### src/rtl/osd_console_if.sv
// Character-stream and text-buffer write bus of the on-screen-display console.
interface osd_console_if;
  logic [7:0] char_in;
  logic       char_valid;
  logic       char_ready;
  logic       clear;
  logic       busy;
  logic [7:0] address;
  logic [7:0] data;
  logic       wren;
  logic [4:0] cursor_x;
  logic [2:0] cursor_y;

  modport master (
    output char_in, char_valid, clear,
    input  char_ready, busy, address, data, wren, cursor_x, cursor_y
  );

  modport slave (
    input  char_in, char_valid, clear,
    output char_ready, busy, address, data, wren, cursor_x, cursor_y
  );
endinterface

### src/rtl/osd_console.sv
// Text console: turns a character stream into text-buffer writes, tracks the
// cursor and inverse attribute, and blanks lines / the whole screen.
module osd_console #(
  parameter int         COLS  = 32,
  parameter int         ROWS  = 8,
  parameter logic [7:0] BLANK = 8'h20
) (
  input  logic          clk,
  input  logic          rst_n,
  osd_console_if.slave  bus
);

  localparam int             CW        = $clog2(COLS);
  localparam int             RW        = $clog2(ROWS);
  localparam logic [CW-1:0]  COL_LAST  = CW'(COLS - 1);
  localparam logic [7:0]     CELL_LAST = 8'hFF;

  typedef enum logic [1:0] {
    IDLE      = 2'd0,
    PUT       = 2'd1,
    FILL_LINE = 2'd2,
    FILL_ALL  = 2'd3
  } state_t;

  state_t        state_r, state_s;
  logic [7:0]    cnt_r, cnt_s;
  logic [CW-1:0] cx_r, cx_s;
  logic [RW-1:0] cy_r, cy_s;
  logic          inv_r, inv_s;
  logic          pend_r, pend_s;
  logic          wren_r, wren_s;
  logic [7:0]    addr_r, addr_s;
  logic [7:0]    data_r, data_s;
  logic          accept_s;
  logic          clear_req_s;

  // Clear wins over a coincident character, so it blocks ready combinationally.
  assign bus.char_ready = (state_r == IDLE) && !pend_r && !bus.clear;
  assign accept_s       = bus.char_ready && bus.char_valid;
  assign clear_req_s    = pend_r || bus.clear;
  assign bus.busy       = (state_r != IDLE) || pend_r;
  assign bus.address    = addr_r;
  assign bus.data       = data_r;
  assign bus.wren       = wren_r;
  assign bus.cursor_x   = 5'(cx_r);
  assign bus.cursor_y   = 3'(cy_r);

  // Next-state, cursor and write-port decode.
  always_comb begin
    state_s = state_r;
    cnt_s   = cnt_r;
    cx_s    = cx_r;
    cy_s    = cy_r;
    inv_s   = inv_r;
    pend_s  = pend_r;
    wren_s  = 1'b0;
    addr_s  = addr_r;
    data_s  = data_r;
    case (state_r)
      IDLE: begin
        if (bus.clear) begin
          state_s = FILL_ALL;
          cnt_s   = 8'd0;
        end else if (accept_s) begin
          if (bus.char_in >= 8'h20) begin
            wren_s = 1'b1;
            addr_s = {cy_r, cx_r};
            data_s = {inv_r, bus.char_in[6:0]};
            if (cx_r == COL_LAST) begin
              cx_s    = '0;
              cy_s    = cy_r + RW'(1);
              cnt_s   = 8'd0;
              state_s = FILL_LINE;
            end else begin
              cx_s    = cx_r + CW'(1);
              state_s = PUT;
            end
          end else begin
            case (bus.char_in)
              8'h0D: cx_s = '0;
              8'h0A: begin
                cy_s    = cy_r + RW'(1);
                cnt_s   = 8'd0;
                state_s = FILL_LINE;
              end
              8'h08: begin
                if (cx_r != '0) begin
                  cx_s = cx_r - CW'(1);
                end else begin
                  cx_s = cx_r;
                end
              end
              8'h0E: inv_s = 1'b1;
              8'h0F: inv_s = 1'b0;
              8'h0C: begin
                state_s = FILL_ALL;
                cnt_s   = 8'd0;
              end
              default: state_s = IDLE;
            endcase
          end
        end else begin
          state_s = IDLE;
        end
      end
      PUT: begin
        if (clear_req_s) begin
          state_s = FILL_ALL;
          cnt_s   = 8'd0;
          pend_s  = 1'b0;
        end else begin
          state_s = IDLE;
        end
      end
      FILL_LINE: begin
        wren_s = 1'b1;
        addr_s = {cy_r, cnt_r[CW-1:0]};
        data_s = BLANK;
        cnt_s  = cnt_r + 8'd1;
        pend_s = clear_req_s;
        if (cnt_r[CW-1:0] == COL_LAST) begin
          if (clear_req_s) begin
            state_s = FILL_ALL;
            cnt_s   = 8'd0;
            pend_s  = 1'b0;
          end else begin
            state_s = IDLE;
          end
        end else begin
          state_s = FILL_LINE;
        end
      end
      FILL_ALL: begin
        // Clears arriving here are already satisfied by this fill.
        wren_s = 1'b1;
        addr_s = cnt_r;
        data_s = BLANK;
        cnt_s  = cnt_r + 8'd1;
        pend_s = 1'b0;
        if (cnt_r == CELL_LAST) begin
          cx_s    = '0;
          cy_s    = '0;
          state_s = IDLE;
        end else begin
          state_s = FILL_ALL;
        end
      end
      default: begin
        state_s = IDLE;
      end
    endcase
  end

  // State and output registers; reset lands in a full-screen fill.
  always_ff @(posedge clk or negedge rst_n) begin
    if (!rst_n) begin
      state_r <= FILL_ALL;
      cnt_r   <= 8'd0;
      cx_r    <= '0;
      cy_r    <= '0;
      inv_r   <= 1'b0;
      pend_r  <= 1'b0;
      wren_r  <= 1'b0;
      addr_r  <= 8'd0;
      data_r  <= 8'd0;
    end else begin
      state_r <= state_s;
      cnt_r   <= cnt_s;
      cx_r    <= cx_s;
      cy_r    <= cy_s;
      inv_r   <= inv_s;
      pend_r  <= pend_s;
      wren_r  <= wren_s;
      addr_r  <= addr_s;
      data_r  <= data_s;
    end
  end

endmodule

### src/flat_wrapper.sv
// flat-port wrapper written by rule: the top's interface ports become plain ports
module osd_console_flat 
#(
  parameter int         COLS  = 32,
  parameter int         ROWS  = 8,
  parameter logic [7:0] BLANK = 8'h20
)
  (clk, rst_n, bus_char_in, bus_char_valid, bus_clear, bus_char_ready, bus_busy, bus_address, bus_data, bus_wren, bus_cursor_x, bus_cursor_y);
  osd_console_if bus_i ();
  input  logic clk;
  input  logic rst_n;
  input wire logic [$bits(bus_i.char_in)-1:0] bus_char_in;
  input wire logic [$bits(bus_i.char_valid)-1:0] bus_char_valid;
  input wire logic [$bits(bus_i.clear)-1:0] bus_clear;
  output wire logic [$bits(bus_i.char_ready)-1:0] bus_char_ready;
  output wire logic [$bits(bus_i.busy)-1:0] bus_busy;
  output wire logic [$bits(bus_i.address)-1:0] bus_address;
  output wire logic [$bits(bus_i.data)-1:0] bus_data;
  output wire logic [$bits(bus_i.wren)-1:0] bus_wren;
  output wire logic [$bits(bus_i.cursor_x)-1:0] bus_cursor_x;
  output wire logic [$bits(bus_i.cursor_y)-1:0] bus_cursor_y;
  assign bus_i.char_in = bus_char_in;
  assign bus_i.char_valid = bus_char_valid;
  assign bus_i.clear = bus_clear;
  assign bus_char_ready = bus_i.char_ready;
  assign bus_busy = bus_i.busy;
  assign bus_address = bus_i.address;
  assign bus_data = bus_i.data;
  assign bus_wren = bus_i.wren;
  assign bus_cursor_x = bus_i.cursor_x;
  assign bus_cursor_y = bus_i.cursor_y;
  osd_console #(.COLS(COLS), .ROWS(ROWS), .BLANK(BLANK)) u_core (.clk(clk), .rst_n(rst_n), .bus(bus_i));
endmodule
### config.mk
export PLATFORM = sky130hd
export DESIGN_NAME = osd_console_flat
export DESIGN_NICKNAME = d
export VERILOG_FILES = /design/src/rtl/osd_console_if.sv /design/src/rtl/osd_console.sv /design/src/flat_wrapper.sv
export SDC_FILE = /design/constraint.sdc
export NUM_CORES = 1
export LEC_CHECK = 0
export BUFFER_PORTS_ARGS = -buffer_cell sky130_fd_sc_hd__buf_2
export CORE_ASPECT_RATIO = 0.9
export CORE_MARGIN = 1.5
export CORE_UTILIZATION = 45
export DETAILED_ROUTE_END_ITERATION = 8
export GPL_ROUTABILITY_DRIVEN = 0
export PLACE_DENSITY = 0.69
export SYNTH_ARGS = -nofsm -noshare
export SYNTH_HDL_FRONTEND = slang
export SYNTH_SLANG_ARGS = --single-unit
export TNS_END_PERCENT = 100
### constraint.sdc
create_clock -name clk -period 2.15 [get_ports clk]
set_input_delay 0.645 -clock clk [delete_from_list [all_inputs] [get_ports clk]]
set_output_delay 0.645 -clock clk [all_outputs]
set_load 0.02 [all_outputs]
==> metrics.md <==
| Metric | Value |
|---|---|
| Largest net degree at the start of global routing | `34` |
| Mux contribution to synthesized area | `6.38%` |
| Fillers | `slightly below 400` |
| Synth Cell Area | `2080 sq um` |
| Most frequent cells in the layout | `buf_4 (38), buf_2 (36), dfrtp_1 (35)` |
| Adder-cell share of the synthesized area | `approximately 4.2%` |
| Register Area | `between 900 and 1000 sq um` |
| RSZ-0062 raised after global routing | `true` |
| Compound-Gate Fraction of Synth Area | `about a fifth` |
| Final worst path period need | `2.11 ns` |
| Mean Syn Cell Area | `9.24 sq um` |
| Multi-input gate area | `1130 sq um` |
| CTS sink cnt | `37` |
| Seq/Total Area, Yosys | `44.7%` |
| Final Power | `2520 uW` |
| Sequential Power Share | `between 30% and 40%` |
| Root Driver | `clkbuf_8` |
| Kind of critical path | `input port to flop` |
| Static leakage | `0.00139 uW` |
| Sequence of cells on the critical path | `buf_2, or4b_4, or4b_4, a32oi_4, nand3_2, mux2i_1` |
| Post-Layout Cell Count | `367` |
| Crit path launch | `bus_char_in[4]` |
| Via/cell ratio | `5.39` |
| Synth Area in Simple Gates | `20.7%` |
| Crit share post-route | `98.2%` |
| IO Pins | `39` |
| Largest family of logic cells by synthesized area | `simple AND/OR/NAND/NOR gates` |
| Routed Antenna Nets | `0` |
| CTS tree | `done` |
| Commonest non-fill, non-tap cell in the layout | `buf_4` |
| GR Overflow Total | `0` |
| PwrDens | `just under 900 nW/um^2` |
| Sw Ratio | `37.3%` |
| Setup crit end | `u_core.bus.cursor_y[2]` |
| H-tree Lvls | `2` |
| Rel. slew slack | `68.0%` |
| Final Hold Fails | `0` |
| Final Skew | `0.00829 ns` |
| CP required | `2.32 ns` |
| Post-synthesis register bit count | `37` |
| Avg WL per Cell | `14.8 um` |
| Pint | `1580 uW` |
| Max-cap viol count | `0` |
| Final net count | `around 320` |
| Worst r2r src | `u_core.state_r[1]` |
| Slowest stage delay, CP | `0.52 ns` |
| Vias in the first global route | `1958` |
| Critical Path Start Type | `input port` |
| P&R area growth vs syn | `37.6%` |
| R2R depth | `6` |
| Psw | `938 uW` |
| DP Wirelength | `4.03 mm` |
| Share of cells above drive strength 1 | `35.7%` |
| Combinational share of power | `39.8%` |
| Synthesized Nets | `between 200 and 250` |
| Syn Inst Count | `between 200 and 250` |
| Max clock buf depth | `2` |
| Die X | `74.6 um` |
| Xor and xnor area share after synthesis | `0.843%` |
| Port Buffers | `38` |
| Drt initial violations | `84` |
| First-pass iteration count of the detailed router | `4` |
| Slew at the pin with the worst max-slew slack | `around 0.48 ns` |
| Top_reg_cell synth | `dfrtp_1` |
| Worst reg2reg setup slack | `~0.10 ns` |
| Antenna violations before repair | `0` |
| Slowest-stage cell, CP | `or4b_4` |
| Unique cell type count in the Yosys netlist | `between 40 and 50` |
| Clock-pin slew on the worst setup and hold paths | `0.08 ns` |
| TritonCTS Buffers | `5` |
| CTS Hold Bufs | `0` |
| Total core area | `between 4000 and 5000 sq um` |
| Fin util | `between 60 and 70%` |
| Yosys warnings | `0` |
| Clock Power Share | `about 21%` |
| Placed Cells | `355` |
| Post-synthesis async set-or-reset flop share | `100%` |
| Max Slew Vio Count | `0` |
| Status | `finished, final reports clean` |
| Die area | `slightly above 5000 sq um` |
| Vias | `~2000` |
| Die height | `67.5 um` |
| Critical R2R Capture | `u_core.bus.cursor_x[3]` |
| Clk_lat worst skew | `0.29 ns` |
| First-pass GRT wire length | `a little under 9 mm` |
| Finish-stage setup viols | `0` |
| Worst vdd ir | `0.000527 V` |
| Antenna diode count | `0` |
| Min-Delay Path Class | `input port to asynchronous set/reset pin` |
| Crit end category | `flop` |
| Gr usage total | `23.5%` |
| Post-synth EDFFs | `0` |
| Worst-path fanout max | `5` |
| Total Wirelength | `5.44 mm` |
| Row cnt | `23` |
| CP arrival | `around 2.3 ns` |
| Initial Util | `46.9%` |
| Drt drc | `0` |
| F_max | `474 MHz` |
| Crit-path most repeated cell | `or4b_4` |
how the worst min path moves through the flow:
stage	from	endpoint	slack, ns	depth (start not counted)
4_1_cts	rst_n	u_core.bus.data[3]	0.32	1
2_1_floorplan	rst_n	u_core.bus.address[0]	0.35	0
3_3_place_gp	u_core.bus.address[5]	u_core.bus.address[5]	0.46	2
5_1_grt	rst_n	u_core.bus.data[3]	0.34	1
6_report	rst_n	u_core.bus.data[3]	0.30	1
3_5_place_dp	u_core.bus.address[1]	u_core.bus.address[1]	0.47	2
layer usage:
layer,part of all wire [%],wire [um],vias up,GRT usage [%]
met1,46,2520,944,31.8
met5,0,0,-,0
li1,-,-,971,-
met2,48,2590,59,39.3
met4,0.74,40,0,5.23
met3,5.3,289,4,4.63
power groups by stage:
stage          logic, uW  clock network [uW]  registers [uW]
2_1_floorplan        400                   0            1140
3_5_place_dp         964                   0             997
3_3_place_gp         947                   0             987
5_1_grt             1120                 546            1020
4_1_cts              975                 530             985
6_report            1000                 519             996
repair_timing:
action,in CTS,in global routing
gates cloned,0,1
pin swaps,1,3
resized for setup,8,15
setup endpoints to repair,3,9
buffers inserted,0,3
registers in the layout, indices dropped and copies added, names as in the netlist:
name	count
u_core.bus.address	8
u_core.bus.cursor_x	5
u_core.bus.data	8
u_core.pend_r	1
u_core.cnt_r	8
u_core.bus.wren	1
u_core.bus.cursor_y	3
u_core.inv_r	1
u_core.state_r	2
final cells by class:
class,instances,area share (%)
Sequential cell,37,32.5
Clock inverter,2,0.481
Multi-Input combinational cell,170,39.5
Tap cell,62,2.71
Clock buffer,6,2.89
Inverter,8,1.05
Timing Repair Buffer,82,21.0
logic make-up (layout without fill, tap and decap cells):
family,Yosys count,in the layout
AO/OA/AOI/OAI,63,63
XOR/XNOR,2,2
adder cells (fa/ha/maj),7,7
buffers and inverters,18,98
flip-flops,37,37
multiplexers,13,13
AND/OR/NAND/NOR,85,85
worst max-delay path, delay by kind of cell:
family | cells | cell delay [ns]
multiplexers | 1 | 0.13
AND/OR/NAND/NOR | 3 | 1.13
buffers and inverters | 1 | 0.11
AO/OA/AOI/OAI | 1 | 0.26
synthesized netlist by cell type, drive strengths merged, types with 3 or more instances:
master  count  area (sq um)
a21oi       8          40.0
a22o        4          35.0
a31oi       4          25.0
clkbuf      9          37.5
dfrtp      35           876
ha          7          87.6
inv         8          30.0
mux2i      11           110
nand2      33           124
nand2b      6          37.5
nand3      10          55.1
nor2       14          52.6
nor3        4          20.0
o21ai      30           150
or3         6          38.8
or4b        3          37.5
metrics by stage:
step	cell area (sq um)	hold slack, ns	setup slack [ns]	setup TNS, ns
2_1_floorplan	2080	0.349	-0.144	-0.434
3_3_place_gp	2640	0.456	-0.297	-1.81
3_5_place_dp	2640	0.466	-0.322	-2.12
4_1_cts	2770	0.318	0.0120	0
5_1_grt	2860	0.342	-0.00211	-0.00377
6_report	2860	0.301	0.0383	0
Note: power is estimated with default switching activity, not from simulation.
